`src/rtl/lmul_pkg.sv`:
```
// Shared widths and helpers for the dividend-reconstruction multiplier.
package lmul_pkg;

   localparam int unsigned QUOTIENT_WIDTH_DEF    = 10;
   localparam int unsigned DENOMINATOR_WIDTH_DEF = 10;
   localparam int unsigned REMAINDER_WIDTH_DEF   = 10;

   // Capture stage + one shift-add stage per quotient bit + sign-fix/add stage.
   function automatic int unsigned lmul_latency(input int unsigned qw);
      return qw + 2;
   endfunction

   function automatic int unsigned lmul_max(input int unsigned a, input int unsigned b);
      return (a > b) ? a : b;
   endfunction

   localparam int unsigned LATENCY = lmul_latency(QUOTIENT_WIDTH_DEF);

endpackage

```
`src/rtl/lmul_stage.sv`:
```
// One registered shift-add step of the MSB-first unsigned multiply; operands ride alongside.
module lmul_stage
   import lmul_pkg::*;
#(
   parameter int unsigned QUOTIENT_WIDTH    = QUOTIENT_WIDTH_DEF,
   parameter int unsigned DENOMINATOR_WIDTH = DENOMINATOR_WIDTH_DEF,
   parameter int unsigned REMAINDER_WIDTH   = REMAINDER_WIDTH_DEF,
   parameter int unsigned BIT_INDEX         = 0
) (
   input  logic                                        clk,
   input  logic                                        reset,
   input  logic [QUOTIENT_WIDTH+DENOMINATOR_WIDTH-1:0] i_acc,
   input  logic [QUOTIENT_WIDTH-1:0]                   i_mag,
   input  logic [DENOMINATOR_WIDTH-1:0]                i_den,
   input  logic [REMAINDER_WIDTH-1:0]                  i_rem,
   input  logic                                        i_neg,
   input  logic                                        i_valid,
   output logic [QUOTIENT_WIDTH+DENOMINATOR_WIDTH-1:0] o_acc,
   output logic [QUOTIENT_WIDTH-1:0]                   o_mag,
   output logic [DENOMINATOR_WIDTH-1:0]                o_den,
   output logic [REMAINDER_WIDTH-1:0]                  o_rem,
   output logic                                        o_neg,
   output logic                                        o_valid
);

   localparam int unsigned AW = QUOTIENT_WIDTH + DENOMINATOR_WIDTH;

   logic [AW-1:0]                w_addend;
   logic [AW-1:0]                r_acc;
   logic [QUOTIENT_WIDTH-1:0]    r_mag;
   logic [DENOMINATOR_WIDTH-1:0] r_den;
   logic [REMAINDER_WIDTH-1:0]   r_rem;
   logic                         r_neg;
   logic                         r_valid;

   always_comb begin
      w_addend = i_mag[BIT_INDEX] ? {{QUOTIENT_WIDTH{1'b0}}, i_den} : '0;
   end

   always_ff @(posedge clk) begin
      if (reset) begin
         r_acc   <= '0;
         r_mag   <= '0;
         r_den   <= '0;
         r_rem   <= '0;
         r_neg   <= 1'b0;
         r_valid <= 1'b0;
      end else begin
         r_acc   <= (i_acc << 1) + w_addend;
         r_mag   <= i_mag;
         r_den   <= i_den;
         r_rem   <= i_rem;
         r_neg   <= i_neg;
         r_valid <= i_valid;
      end
   end

   assign o_acc   = r_acc;
   assign o_mag   = r_mag;
   assign o_den   = r_den;
   assign o_rem   = r_rem;
   assign o_neg   = r_neg;
   assign o_valid = r_valid;

endmodule

```
`src/rtl/lmul.sv`:
```
// Pipelined signed dividend reconstruction: product = quotient * denominator + remainder.
module lmul
   import lmul_pkg::*;
#(
   parameter int unsigned QUOTIENT_WIDTH    = QUOTIENT_WIDTH_DEF,
   parameter int unsigned DENOMINATOR_WIDTH = DENOMINATOR_WIDTH_DEF,
   parameter int unsigned REMAINDER_WIDTH   = REMAINDER_WIDTH_DEF,
   parameter int unsigned PRODUCT_WIDTH     = QUOTIENT_WIDTH + DENOMINATOR_WIDTH + 1
) (
   input  logic                                clk,
   input  logic                                reset,
   input  logic signed [QUOTIENT_WIDTH-1:0]    quotient_in,
   input  logic        [DENOMINATOR_WIDTH-1:0] denominator_in,
   input  logic signed [REMAINDER_WIDTH-1:0]   remainder_in,
   input  logic                                valid_in,
   output logic signed [PRODUCT_WIDTH-1:0]     product_out,
   output logic                                valid_out,
   output logic signed [QUOTIENT_WIDTH-1:0]    quotient_out,
   output logic        [DENOMINATOR_WIDTH-1:0] denominator_out,
   output logic signed [REMAINDER_WIDTH-1:0]   remainder_out
);

   localparam int unsigned QW = QUOTIENT_WIDTH;
   localparam int unsigned DW = DENOMINATOR_WIDTH;
   localparam int unsigned RW = REMAINDER_WIDTH;
   localparam int unsigned PW = PRODUCT_WIDTH;
   localparam int unsigned AW = QW + DW;
   // Wide enough for the signed sum without overflow, and for any requested product width.
   localparam int unsigned EW = lmul_max(lmul_max(AW, RW) + 2, PW);

   logic [QW-1:0] r_mag;
   logic [DW-1:0] r_den;
   logic [RW-1:0] r_rem;
   logic          r_neg;
   logic          r_valid;

   logic [AW-1:0] w_acc   [QW+1];
   logic [QW-1:0] w_mag   [QW+1];
   logic [DW-1:0] w_den   [QW+1];
   logic [RW-1:0] w_rem   [QW+1];
   logic          w_neg   [QW+1];
   logic          w_valid [QW+1];

   logic [EW-1:0] w_acc_ext;
   logic [EW-1:0] w_acc_signed;
   logic [EW-1:0] w_rem_ext;
   logic [QW-1:0] w_quo;

   logic [PW-1:0] r_product;
   logic          r_valid_out;
   logic [QW-1:0] r_quo_out;
   logic [DW-1:0] r_den_out;
   logic [RW-1:0] r_rem_out;

   always_ff @(posedge clk) begin
      if (reset) begin
         r_mag   <= '0;
         r_neg   <= 1'b0;
         r_den   <= '0;
         r_rem   <= '0;
         r_valid <= 1'b0;
      end else begin
         r_mag   <= quotient_in[QW-1] ? -quotient_in : quotient_in;
         r_neg   <= quotient_in[QW-1];
         r_den   <= denominator_in;
         r_rem   <= remainder_in;
         r_valid <= valid_in;
      end
   end

   assign w_acc[0]   = '0;
   assign w_mag[0]   = r_mag;
   assign w_den[0]   = r_den;
   assign w_rem[0]   = r_rem;
   assign w_neg[0]   = r_neg;
   assign w_valid[0] = r_valid;

   for (genvar g = 1; g <= QW; g++) begin : g_stage
      lmul_stage #(
         .QUOTIENT_WIDTH    (QW),
         .DENOMINATOR_WIDTH (DW),
         .REMAINDER_WIDTH   (RW),
         .BIT_INDEX         (QW - g)
      ) u_stage (
         .clk     (clk),
         .reset   (reset),
         .i_acc   (w_acc[g-1]),
         .i_mag   (w_mag[g-1]),
         .i_den   (w_den[g-1]),
         .i_rem   (w_rem[g-1]),
         .i_neg   (w_neg[g-1]),
         .i_valid (w_valid[g-1]),
         .o_acc   (w_acc[g]),
         .o_mag   (w_mag[g]),
         .o_den   (w_den[g]),
         .o_rem   (w_rem[g]),
         .o_neg   (w_neg[g]),
         .o_valid (w_valid[g])
      );
   end

   always_comb begin
      w_acc_ext    = {{(EW-AW){1'b0}}, w_acc[QW]};
      w_acc_signed = w_neg[QW] ? -w_acc_ext : w_acc_ext;
      w_rem_ext    = {{(EW-RW){w_rem[QW][RW-1]}}, w_rem[QW]};
      // Magnitude plus sign rebuilds the original quotient exactly, including the most negative value.
      w_quo        = w_neg[QW] ? -w_mag[QW] : w_mag[QW];
   end

   always_ff @(posedge clk) begin
      if (reset) begin
         r_product   <= '0;
         r_valid_out <= 1'b0;
         r_quo_out   <= '0;
         r_den_out   <= '0;
         r_rem_out   <= '0;
      end else begin
         r_product   <= PW'(w_acc_signed + w_rem_ext);
         r_valid_out <= w_valid[QW];
         r_quo_out   <= w_quo;
         r_den_out   <= w_den[QW];
         r_rem_out   <= w_rem[QW];
      end
   end

   assign product_out     = r_product;
   assign valid_out       = r_valid_out;
   assign quotient_out    = r_quo_out;
   assign denominator_out = r_den_out;
   assign remainder_out   = r_rem_out;

endmodule

```
`config.mk`:
```
export PLATFORM = sky130hd
export DESIGN_NAME = lmul
export DESIGN_NICKNAME = d
export VERILOG_FILES = /design/src/rtl/lmul_pkg.sv /design/src/rtl/lmul_stage.sv /design/src/rtl/lmul.sv
export SDC_FILE = /design/constraint.sdc
export NUM_CORES = 1
export LEC_CHECK = 0
export CORE_ASPECT_RATIO = 0.7
export CORE_MARGIN = 2
export CORE_UTILIZATION = 30
export CTS_CLUSTER_SIZE = 10
export DETAILED_ROUTE_END_ITERATION = 6
export PLACE_DENSITY = 0.44
export REMOVE_ABC_BUFFERS = 1
export SYNTH_ARGS = -nofsm -noshare
export SYNTH_HDL_FRONTEND = slang
export SYNTH_SLANG_ARGS = --single-unit
```
`constraint.sdc`:
```
create_clock -name clk -period 6.1 [get_ports clk]
set_input_delay 0.61 -clock clk [delete_from_list [all_inputs] [get_ports clk]]
set_output_delay 0.61 -clock clk [all_outputs]
set_load 0.03 [all_outputs]
```
# Word-level counts from Yosys, hierarchy flattened
# Index checks and enable logic that the tools add are counted.
[classes] addsub=13 mux=12 bitwise_logic=2 n_reduce_logical=2
[op_table] cell="two-way mux 10 bit" count=10
[op_table] cell="adder 21 bit" count=1
[op_table] cell="two-way mux 21 bit" count=1
[op_table] cell="negation 20 -> 21 bit" count=1
[op_table] cell="adder 20 x 10 -> 20 bit" count=1
[op_table] cell="negation 10 bit" count=2
[op_table] cell="adder 19 x 10 -> 19 bit" count=1
[op_table] cell="adder 18 x 10 -> 18 bit" count=1
[op_table] cell="adder 17 x 10 -> 17 bit" count=1
[op_table] cell="adder 16 x 10 -> 16 bit" count=1
[op_table] cell="adder 15 x 10 -> 15 bit" count=1
[op_table] cell="adder 14 x 10 -> 14 bit" count=1
[op_table] cell="adder 13 x 10 -> 13 bit" count=1
[op_table] cell="adder 11 x 10 -> 12 bit" count=1
[op_table] cell="two-way mux 9 bit" count=1
[op_table] cell="OR reduction 2 bit" count=2
[op_table] cell="NOT 1 bit" count=2
[totals] ff_bits=558 in_bits=33 output_inout_bits=52 wordCells=100

# Longest topological paths before layout
# Gate-level depths: netlist of run 1.
[depth] depth_word=3 depth_mapped=13 depth_no_buf=13

# Hierarchy
# A second synthesis of run 1 with hierarchy kept.
[unflattened] hier_cells=2495 area_unflattened_um2=24807.5
[by_module_without_submodules] mod="lmul_stage (g_stage[2].u_stage ...)" n_inst=7 cells_per_inst=207 area_each_um2=2093.3 seq_area_each_um2=1041.0
[by_module_without_submodules] mod="lmul_stage (g_stage[10].u_stage ...)" n_inst=2 cells_per_inst=207 area_each_um2=2072.0 seq_area_each_um2=1041.0
[by_module_without_submodules] mod="lmul" n_inst=1 cells_per_inst=428 area_each_um2=3958.8 seq_area_each_um2=1681.6
[by_module_without_submodules] mod="lmul_stage (g_stage[9].u_stage)" n_inst=1 cells_per_inst=204 area_each_um2=2052.0 seq_area_each_um2=1041.0

# Worst setup path before layout of run 1
# No wires, ideal clock.
[synth_path] path_type="register -> register" start="register g_stage[10].u_stage.r_acc[8]" end="register r_product[19], in the netlist product_out[19]" setup_ps=116 arrival_ps=3407 required_time_ps=5984 path_slack_ps=2577 path_stages_with_launch=12 path_buffers=0 period_less_slack_ps=3523 path_cell_list="dfxtp_1 > or4_4 > or4_4 > or3_1 > o31ai_1 > xnor2_1 > ha_1 > and4_1 > a221oi_1 > mux2i_1 > o21ai_0 > a31o_2"
[synth_via] elab_chain_len=3
[synth_lines] item="start: declaration" line_no="lmul_stage.sv:29" source="logic [AW-1:0] r_acc;"
[synth_lines] item="start signal: assignment" line_no="lmul_stage.sv:49" source="r_acc <= (i_acc << 1) + w_addend;"
[synth_lines] item="negation 20 -> 21 bit" line_no="lmul.sv:104" source="w_acc_signed = w_neg[QW] ? -w_acc_ext : w_acc_ext;"
[synth_lines] item="two-way mux 21 bit *" line_no="lmul.sv:104"
[synth_lines] item="adder 21 bit *" line_no="lmul.sv:118" source="r_product <= PW'(w_acc_signed + w_rem_ext);"
[synth_lines] item="end signal: assignment" line_no="lmul.sv:118"
[synth_lines] item="end: declaration" line_no="lmul.sv:49" source="logic [PW-1:0] r_product;"
# Mark *: on every way between the ends. The rest lies on a longest branch, timed or not.
# A chain may end at the register's enable or synchronous reset.

# Worst setup path in the final report of run 1
[layout_path] start="register g_stage[10].u_stage.r_acc[10]" end="register r_product[19], in the netlist product_out[19]"
# The elaborated chain is that of the path after synthesis.

==> flow_summary.toml, run 1 <==
[logic_synthesis]
ys_ff_latch = 558
synth-async-reset-ratio = 0
synth_seq_area_share = 0.517
synthAdderAreaFrac = 0.0718
netlist_area_um2 = 21600
synth_top_family_by_area = "simple AND/OR/NAND/NOR gates"
synth_cell_types = 61
yosys.area_share.simple = 0.246
ys.flop_type = "dfxtp_1"
synth_compound_area_frac = 0.0876
synth_xor_area_frac = 0.0357
synth_cells = 2180
syn_area_per_cell_um2 = 9.91
synthMuxAreaShare = 0.0167
ys_warn_count = 0
synth-edff-count = 0

[global_routing]
grt_pass1_wl_mm = 70.7
first_global_vias = 14074
antenna_found_initial = 2
overflow = 0
gr-usage-all-layers = 0.115
grt_max_degree = 190

[clocking]
cts_root_buffer = "clkbuf_16"
tritoncts.num_buffers = 67
post_cts_buffers = 0
cts_sinks = 558
h-tree-depth = 3
clockBufferDepth = 3
clock_latency_ps = 600
hold_buffers = 0
clk_pin_slew_ps = 60
tritoncts = "yes"
postCtsResizedCells = 0

[power]
combPwrFrac = 0.018
leakage_nw = 10.3
power_density_nw_per_um2 = 290
swShare = 0.212
irDropWorstVdd_mv = 0.172
switchingPower_mw = 1.56
clkPwrFrac = 0.478
p_seq_frac = 0.504
power.internal_mw = 5.77
finalPower_mw = 7.33

[setup_path]
worstSetupPathType = "reg2reg"
slowest_stage = "or4_4"
path_cells = "or4_4, or4_4, or3_1, o31ai_1, xnor2_1, ha_1, and4_1, a221oi_1, mux2i_1, o21ai_0, a31o_2"
crit_fanout = 5
required_ps = 6590
path_common_cell = "or4_4"
critPathLaunchType = "flop"
cp.arrival_ps = 4340
cpPeakStageDelay_ps = 560
cp-end-kind = "flop"

[layout]
fill_cells = 7268
syn2layout_area_growth_pct = 16.8
final_util = 0.353
nets = 2407
layout-drive-gt1-share = 0.0582
diodes = 0

[route]
drc = 0
routed_wl_mm = 41.9
drtAntennaViolNets = 0
drt-wirelength-per-cell_um = 13.0
vias = 14247
viasPerCell = 4.40
first_pass_iters = 5
drt_first_iter_violations = 684

[sta]
tightest_slew_ps = 864
skew_ps = 15.6
setup_viol = 0
grt_setup_unrepaired = "no"
finalCriticalPeriod_ps = 3850
fmax_mhz = 260
drv_slew = 0
relSlewSlack = 0.424
fin_crit_sh = 0.632
finalSetupTns_ps = 0
hold_ws_ps = 420
hold_viol = 0

[place]
dp_hpwl_mm = 28.7
gp_routability_congestion = 0.801
port_buffers = 84

[die]
die_area_um2 = 74200
floorplan.initialDensity = 0.303
rows = 82
coreArea_um2 = 71400
fp.dieW_um = 325
ios = 85
dieHeight_um = 229

[outcome]
status = "finished, final reports clean"

[min_path]
min_path_type = "reg2reg"

[job]
maxCapViolCount = 0
-- cells by family after synthesis --
logic type      count (synthesis)
simple gates                  950
flops                         558
compound gates                294
buf+inv                       140
fa+ha+maj                     118
xor+xnor                       88
mux                            32
-- stage by stage --
stage                     std cells  instance area [um^2]  setup slack (ps)
after detailed placement       3153                 23400              2250
after global routing           3235                 25200              2020
after floorplan                2095                 21300              2580
after CTS                      3235                 25200              2230
after global placement         3153                 23400              2260
final                          3235                 25200              2250
-- layer usage --
layer / track usage / share of wire
met1: 0.163 / 0.54
met2: 0.164 / 0.39
met3: 0.0303 / 0.047
met4: 0.0435 / 0.028
met5: 0 / 0
-- worst paths after layout --
check	startpoint	to	slack [ps]	cells past startpoint
max	g_stage[10].u_stage.o_acc[10]	product_out[19]	2250	11
min	g_stage[4].u_stage.o_mag[4]	g_stage[5].u_stage.o_mag[4]	420	1
max reg2reg	g_stage[10].u_stage.o_acc[10]	product_out[19]	2250	11
min reg2reg	g_stage[4].u_stage.o_mag[4]	g_stage[5].u_stage.o_mag[4]	420	1
-- layout make-up --
class / instances / area (um^2) / share of cell area
Clock buffer: 74 / 1760 / 0.0699
Clock inverter: 8 / 85.1 / 0.00337
Inverter: 55 / 206 / 0.00818
Multi-Input combinational cell: 1482 / 9880 / 0.392
Sequential cell: 558 / 11200 / 0.443
Tap cell: 966 / 1210 / 0.0479
Timing Repair Buffer: 92 / 918 / 0.0364
-- power by group through the flow --
stage / clock, mW / sequential (mW) / combinational, mW
floorplan: 0 / 3.77 / 0.0431
global placement: 0 / 3.77 / 0.134
detailed placement: 0 / 3.77 / 0.135
CTS: 3.66 / 3.70 / 0.136
global route: 3.81 / 3.70 / 0.149
finish: 3.50 / 3.70 / 0.131
-- critical path: cells and delay by family (launching register included) --
family,cells,cell delay (ps)
compound gates,4,1000
xor+xnor,1,180
fa+ha+maj,1,320
flops,1,320
mux,1,230
simple gates,4,1680
-- registers in the layout, summed over array words and instances (netlist names), 21 cells and up --
register               flops
g_stage.u_stage.o_acc    154
g_stage.u_stage.o_den    100
g_stage.u_stage.o_mag    100
g_stage.u_stage.o_rem    100
product_out               21
-- cell usage in the layout, fill, tap and decap left out, drive strengths merged, types with 35 or more instances in the layout --
cell type	n
xnor2	41
nand2	75
nor3	72
xor2	47
a21oi	78
and2	98
clkbuf	74
nor2b	427
nor2	158
o21ai	68
inv	58
ha	108
dfxtp	558
clkdlybuf4s50	83
o21a	35
-- synthesized netlist by cell type, types with 3 or more instances --
cell type / number / area share
o211a_1: 4 / 0.0019
and2_1: 98 / 0.028
a21boi_0: 10 / 0.0035
nand2_1: 75 / 0.013
o41ai_1: 7 / 0.0028
mux2i_1: 3 / 0.0014
nor3_1: 72 / 0.017
nand4_1: 17 / 0.0049
o21a_1: 35 / 0.012
nand3b_1: 5 / 0.0017
dfxtp_1: 558 / 0.52
or2_2: 4 / 0.0012
xor2_1: 47 / 0.019
nor4bb_1: 4 / 0.0019
or3_1: 18 / 0.0052
a21o_1: 23 / 0.0080
a311oi_1: 3 / 0.0012
fa_1: 10 / 0.0093
clkbuf_1: 74 / 0.013
o31ai_1: 15 / 0.0052
o2111ai_1: 4 / 0.0016
o21bai_1: 5 / 0.0017
and3_1: 18 / 0.0052
inv_1: 55 / 0.0096
mux2_2: 28 / 0.015
a31oi_1: 10 / 0.0029
a31o_2: 3 / 0.0012
nor2_1: 158 / 0.027
nor2b_1: 427 / 0.12
nor3b_1: 4 / 0.0014
nand3_1: 24 / 0.0056
xnor2_1: 41 / 0.017
nand2b_1: 12 / 0.0035
a2111oi_0: 3 / 0.0012
a211oi_1: 6 / 0.0021
o211ai_1: 8 / 0.0028
ha_1: 108 / 0.063
a21oi_1: 78 / 0.018
and4_1: 4 / 0.0016
o21ai_0: 68 / 0.016
buf_1: 7 / 0.0012
(Power assumes the default switching activity.)
==> inputs of run 2 (changes only) <==
- clock period: 6.1 -> 4 ns (I/O delays scaled with it)
==> run 2 against run 1 <==
Worst hold slack lost 160 ps. Clock skew is 1.3 ps higher. Critical path depth is the same. Clock power increased by 55%. Core utilization is 0.20 points higher. Non-clock buffer count increased by 7. Largest cell class unchanged. Highest routed layer unchanged.
==> flow_summary.toml, run 2 (synthesis gave the netlist of run 1 again) <==
[setup_path]
critPathLaunchType = "flop"
cp.arrival_ps = 4270
crit_family = "simple AND/OR/NAND/NOR gates"
required_ps = 4490
crit_path_start = "g_stage[10].u_stage.o_acc[8]"
path_common_cell = "or4_4"
slowest_stage = "or4_4"
crit_fanout = 5
rr_startpoint = "g_stage[10].u_stage.o_acc[8]"
worstSetupPathType = "reg2reg"
path_cells = "or4_4, or4_4, or3_1, o31ai_1, xnor2_1, ha_1, and4_1, a221oi_2, mux2i_1, o21ai_0, a31o_2"
critPathBufInv = 0
cp-end-kind = "flop"
cpPeakStageDelay_ps = 540

[global_routing]
overflow = 0
grt_max_degree = 142
antenna_found_initial = 4
grt_use_met1 = 0.164
met3_usage = 0.0292
met2_usage = 0.168
first_global_vias = 14364
grt_pass1_wl_mm = 71.3
gr-usage-all-layers = 0.115
top_usage_layer = "met2"

[job]
maxCapViolCount = 0

[die]
die_area_um2 = 74200
ios = 85
rows = 82
floorplan.initialDensity = 0.303
coreArea_um2 = 71400
dieHeight_um = 229
fp.dieW_um = 325

[sta]
setup_viol = 0
fin_crit_sh = 0.945
hold_viol = 0
hold_ws_ps = 263
fin_ws_ps = 219
fmax_mhz = 264
grt_setup_unrepaired = "no"
skew_ps = 16.8
finalCriticalPeriod_ps = 3780
tightest_slew_ps = 738
relSlewSlack = 0.508
drv_slew = 0
finalSetupTns_ps = 0

[clocking]
cts_root_buffer = "clkbuf_16"
hold_buffers = 0
clk_pin_slew_ps = 60
clockBufferDepth = 3
clock_latency_ps = 620
h-tree-depth = 3
cts_sinks = 558
tritoncts = "yes"
tritoncts.num_buffers = 67

[route]
drc = 0
first_pass_iters = 5
drt-wirelength-per-cell_um = 12.8
viasPerCell = 4.41
drt_first_iter_violations = 714
vias = 14310
routed_wl_mm = 41.7
drtAntennaViolNets = 0

[power]
power.internal_mw = 8.81
swShare = 0.217
clkPwrFrac = 0.481
p_seq_frac = 0.501
switchingPower_mw = 2.44
power_density_nw_per_um2 = 443
irDropWorstVdd_mv = 0.231
leakage_nw = 10.3
combPwrFrac = 0.018

[layout]
syn2layout_area_growth_pct = 17.5
seqCellArea_um2 = 11200
nets = 2414
final_cell_mix = "dfxtp_1, nor2b_1, nor2_1"
fill_cells = 7262
diodes = 0
final_common_cell = "dfxtp_1"
largest_register_ffs = 154
layout-drive-gt1-share = 0.0609
multiInputGateArea_um2 = 9890

[place]
port_buffers = 84
dp_slack_ps = 181
gp_routability_congestion = 0.799
dp_hpwl_mm = 28.5

[min_path]
min_path_type = "in2reg"
min_from = "reset"

[outcome]
status = "finished, final reports clean"
-- run 2: cell types whose count changed in the layout (fill, tap and decap cells not counted) --
| cell | delta |
|---|---|
| clkinv_16 | +4 |
| buf_4 | +6 |
| inv_16 | -1 |
| buf_12 | +1 |
| clkbuf_8 | -3 |
| a221oi_1 | -1 |
| inv_6 | -1 |
| clkbuf_1 | +6 |
| a221oi_2 | +1 |
-- run 2: final cells by class --
type | count | share of cell area
clock buffer | 77 | 0.0687
sequential | 558 | 0.440
inverter | 55 | 0.00814
timing repair buffer | 99 | 0.0388
clock inverter | 10 | 0.00695
multi-input combinational | 1482 | 0.390
tap | 966 | 0.0476
-- run 2: repair_timing --
action | in CTS | in global routing
endpoints found under the setup margin | 0 | 1
setup buffers | 0 | 0
endpoints found under the hold margin | 0 | 0
resized for setup | 0 | 1
-- run 2: path summary, 6_finish.rpt --
check                           endpoint  slack [ps]  cells past startpoint
max                      product_out[19]         220                     11
min reg2reg  g_stage[6].u_stage.o_mag[3]         430                      1
max reg2reg              product_out[19]         220                     11
min                             r_den[9]         260                      2
-- run 2: per-stage QoR --
step	power [mW]	cells	util	area (um^2)
finish	11.2	3247	0.355	25400
floorplan	5.81	2095	-	21300
CTS	11.5	3247	0.355	25400
detailed placement	5.96	3160	0.328	23400
global placement	5.96	3160	0.328	23400
global route	11.8	3247	0.355	25400
-- run 2: power by group through the flow --
stage,sequential [mW],clock [mW],combinational (mW)
after CTS,5.63,5.68,0.212
after floorplan,5.75,0,0.0657
final,5.64,5.41,0.204
after detailed placement,5.75,0,0.211
after global placement,5.75,0,0.210
after global routing,5.64,5.90,0.234
-- run 2: worst reg2reg max path: stages, from the launching register on --
cell,delay [ps]
dfxtp_1,350
or4_4,540
or4_4,470
or3_1,420
o31ai_1,280
xnor2_1,170
ha_1,310
and4_1,240
a221oi_2,320
mux2i_1,210
o21ai_0,110
a31o_2,240
-- run 2: per-layer routing --
metal | part of all wire | wire [um]
met2 | 0.40 | 16600
met5 | 0 | 0
met4 | 0.022 | 904
met1 | 0.53 | 22100
met3 | 0.050 | 2100
==> inputs of run 3 (changes only) <==
- ABC_AREA: not set -> 1
==> run 3 against run 2 <==
Count of clock-buffer cells in the layout unchanged. Sequential power about the same. Synthesized area increased by 5.7%. Worst hold slack worse by 98 ps. Sequential share of layout area decreased by 1.9 points. Largest cell class unchanged. Total power decreased by 0.92%.
==> flow_summary.toml, run 3 <==
[clocking]
clk_pin_slew_ps = 60
cts_root_buffer = "clkbuf_16"
tritoncts.num_buffers = 67
cts_sinks = 558
h-tree-depth = 3
postCtsResizedCells = 0
clock_latency_ps = 610
tritoncts = "yes"
post_cts_buffers = 0
hold_buffers = 0
clockBufferDepth = 3

[layout]
fill_cells = 7958
final_common_cell = "inv_1"
final_util = 0.352
diodes = 0
syn2layout_area_growth_pct = 16.0
layout-drive-gt1-share = 0.0393
final_cell_mix = "inv_1, nor2_1, dfxtp_1"
largest_register_ffs = 154
nets = 3316

[setup_path]
crit_fanout = 6
crit_end = "product_out[19]"
worstSetupPathType = "reg2reg"
crit_path_start = "g_stage[10].u_stage.o_acc[0]"
crit_family = "simple AND/OR/NAND/NOR gates"
rr_worst_depth = 17
cpPeakStageDelay_ps = 390
rr_startpoint = "g_stage[10].u_stage.o_acc[0]"
slowest_stage = "ha_1"
cp-end-kind = "flop"
required_ps = 4490
path_cells = "inv_1, ha_1, nand2_1, nor2_2, nand2_1, o21ai_2, nand2_1, nor2_1, xnor2_1, ha_1, nand4_1, nor2_1, nand4_1, nand3_1, nand2_1, nand2_1, nor2_1"
r2r_slack_ps = 1220
path_common_cell = "nand2_1"
critPathBufInv = 1
cp.arrival_ps = 3270
critical_path_depth = 17
critPathLaunchType = "flop"
r2r_end = "product_out[19]"

[global_routing]
grt_max_degree = 114
grt_pass1_wl_mm = 90.7
first_global_vias = 17002
gr-usage-all-layers = 0.144
overflow = 0
antenna_found_initial = 1

[outcome]
status = "finished, final reports clean"

[logic_synthesis]
ys.flop_type = "dfxtp_1"
synth_top_area_frac = 0.489
ys_warn_count = 0
syn_area_per_cell_um2 = 7.43
synth_common_cells = "inv_1, nor2_1, dfxtp_1"
synth_cell_types = 43
ys_ff_latch = 558
yosysMostFrequentCell = "inv_1"
synth_largest_area_cell = "dfxtp_1"
synth-async-reset-ratio = 0
netlist_area_um2 = 22800
synth-edff-count = 0
synth_seq_area_share = 0.489
synth_cells = 3074
synth.area.top_cells = "dfxtp_1, inv_1, nor2_1"

[die]
coreArea_um2 = 75300
rows = 84
die_area_um2 = 78400
floorplan.initialDensity = 0.304
dieHeight_um = 235
ios = 85
fp.dieW_um = 334

[route]
drtAntennaViolNets = 0
drc = 0
drt_first_iter_violations = 1217
drt-wirelength-per-cell_um = 13.3
first_pass_iters = 5
vias = 17931
routed_wl_mm = 55.4
viasPerCell = 4.30

[power]
leakage_nw = 12.1
irDropWorstVdd_mv = 0.229
power_density_nw_per_um2 = 421

[sta]
fin_crit_sh = 0.695
finalSetupTns_ps = 0
tightest_slew_ps = 916
finalCriticalPeriod_ps = 2780
fin_ws_ps = 1220
drv_slew = 0
relSlewSlack = 0.389
hold_viol = 0
setup_viol = 0
grt_setup_unrepaired = "no"
skew_ps = 26.8
fmax_mhz = 359

[job]
maxCapViolCount = 0

[min_path]
min_path_type = "in2reg"

[place]
dp_slack_ps = 1270
gp_routability_congestion = 0.849
port_buffers = 84
dp_hpwl_mm = 40.7
-- run 3: per-stage QoR --
step                cell area (um^2)  instances  power (mW)  hold WS (ps)
floorplan                      22500       3000        5.84           388
global placement               24700       4085        5.99           388
detailed placement             24700       4085        6.00           392
CTS                            26500       4171        11.4           127
global route                   26500       4171        11.6           154
finish                         26500       4171        11.1           165
-- run 3: worst min path at each step --
stage,startpoint,end,slack (ps),cells past startpoint
after CTS,reset,g_stage[9].u_stage.o_acc[2],130,2
after detailed placement,g_stage[7].u_stage.o_mag[0],g_stage[8].u_stage.o_mag[0],390,2
after global placement,g_stage[8].u_stage.o_rem[7],g_stage[9].u_stage.o_rem[7],390,2
after floorplan,g_stage[10].u_stage.o_den[0],denominator_out[0],390,2
after global routing,reset,g_stage[10].u_stage.o_acc[2],150,2
final,reset,g_stage[9].u_stage.o_acc[2],170,2
-- run 3: area by class of cell --
class / instances / area [um^2] / share of cell area
clock inverters: 9 / 85.1 / 0.00321
clock buffers: 77 / 1720 / 0.0651
flip-flops and latches: 558 / 11200 / 0.422
inverters: 645 / 2420 / 0.0914
well taps: 989 / 1240 / 0.0467
repair buffers: 96 / 961 / 0.0363
multi-input cells: 1797 / 8890 / 0.336
-- run 3: power breakdown --
| part | leakage, nW | internal (mW) | switching (mW) | total (mW) |
|---|---|---|---|---|
| Sequential | 4.51 | 5.62 | 0.0233 | 5.64 |
| Combinational | 6.73 | 0.0727 | 0.155 | 0.228 |
| Clock | 0.883 | 3.03 | 2.24 | 5.27 |
-- run 3: cells by family after synthesis --
group,synth area share
DFF,0.489
adders and majority gates,0.0679
AOI/OAI and AO/OA,0.0801
buffers and inverters,0.122
xor gates and xnor gates,0.00652
and+or+nand+nor,0.235
-- run 3: layer usage --
layer  global-route usage  part of all wire
met1                0.231              0.58
met2                0.189              0.35
met3               0.0255             0.047
met4               0.0416             0.023
met5                    0                 0
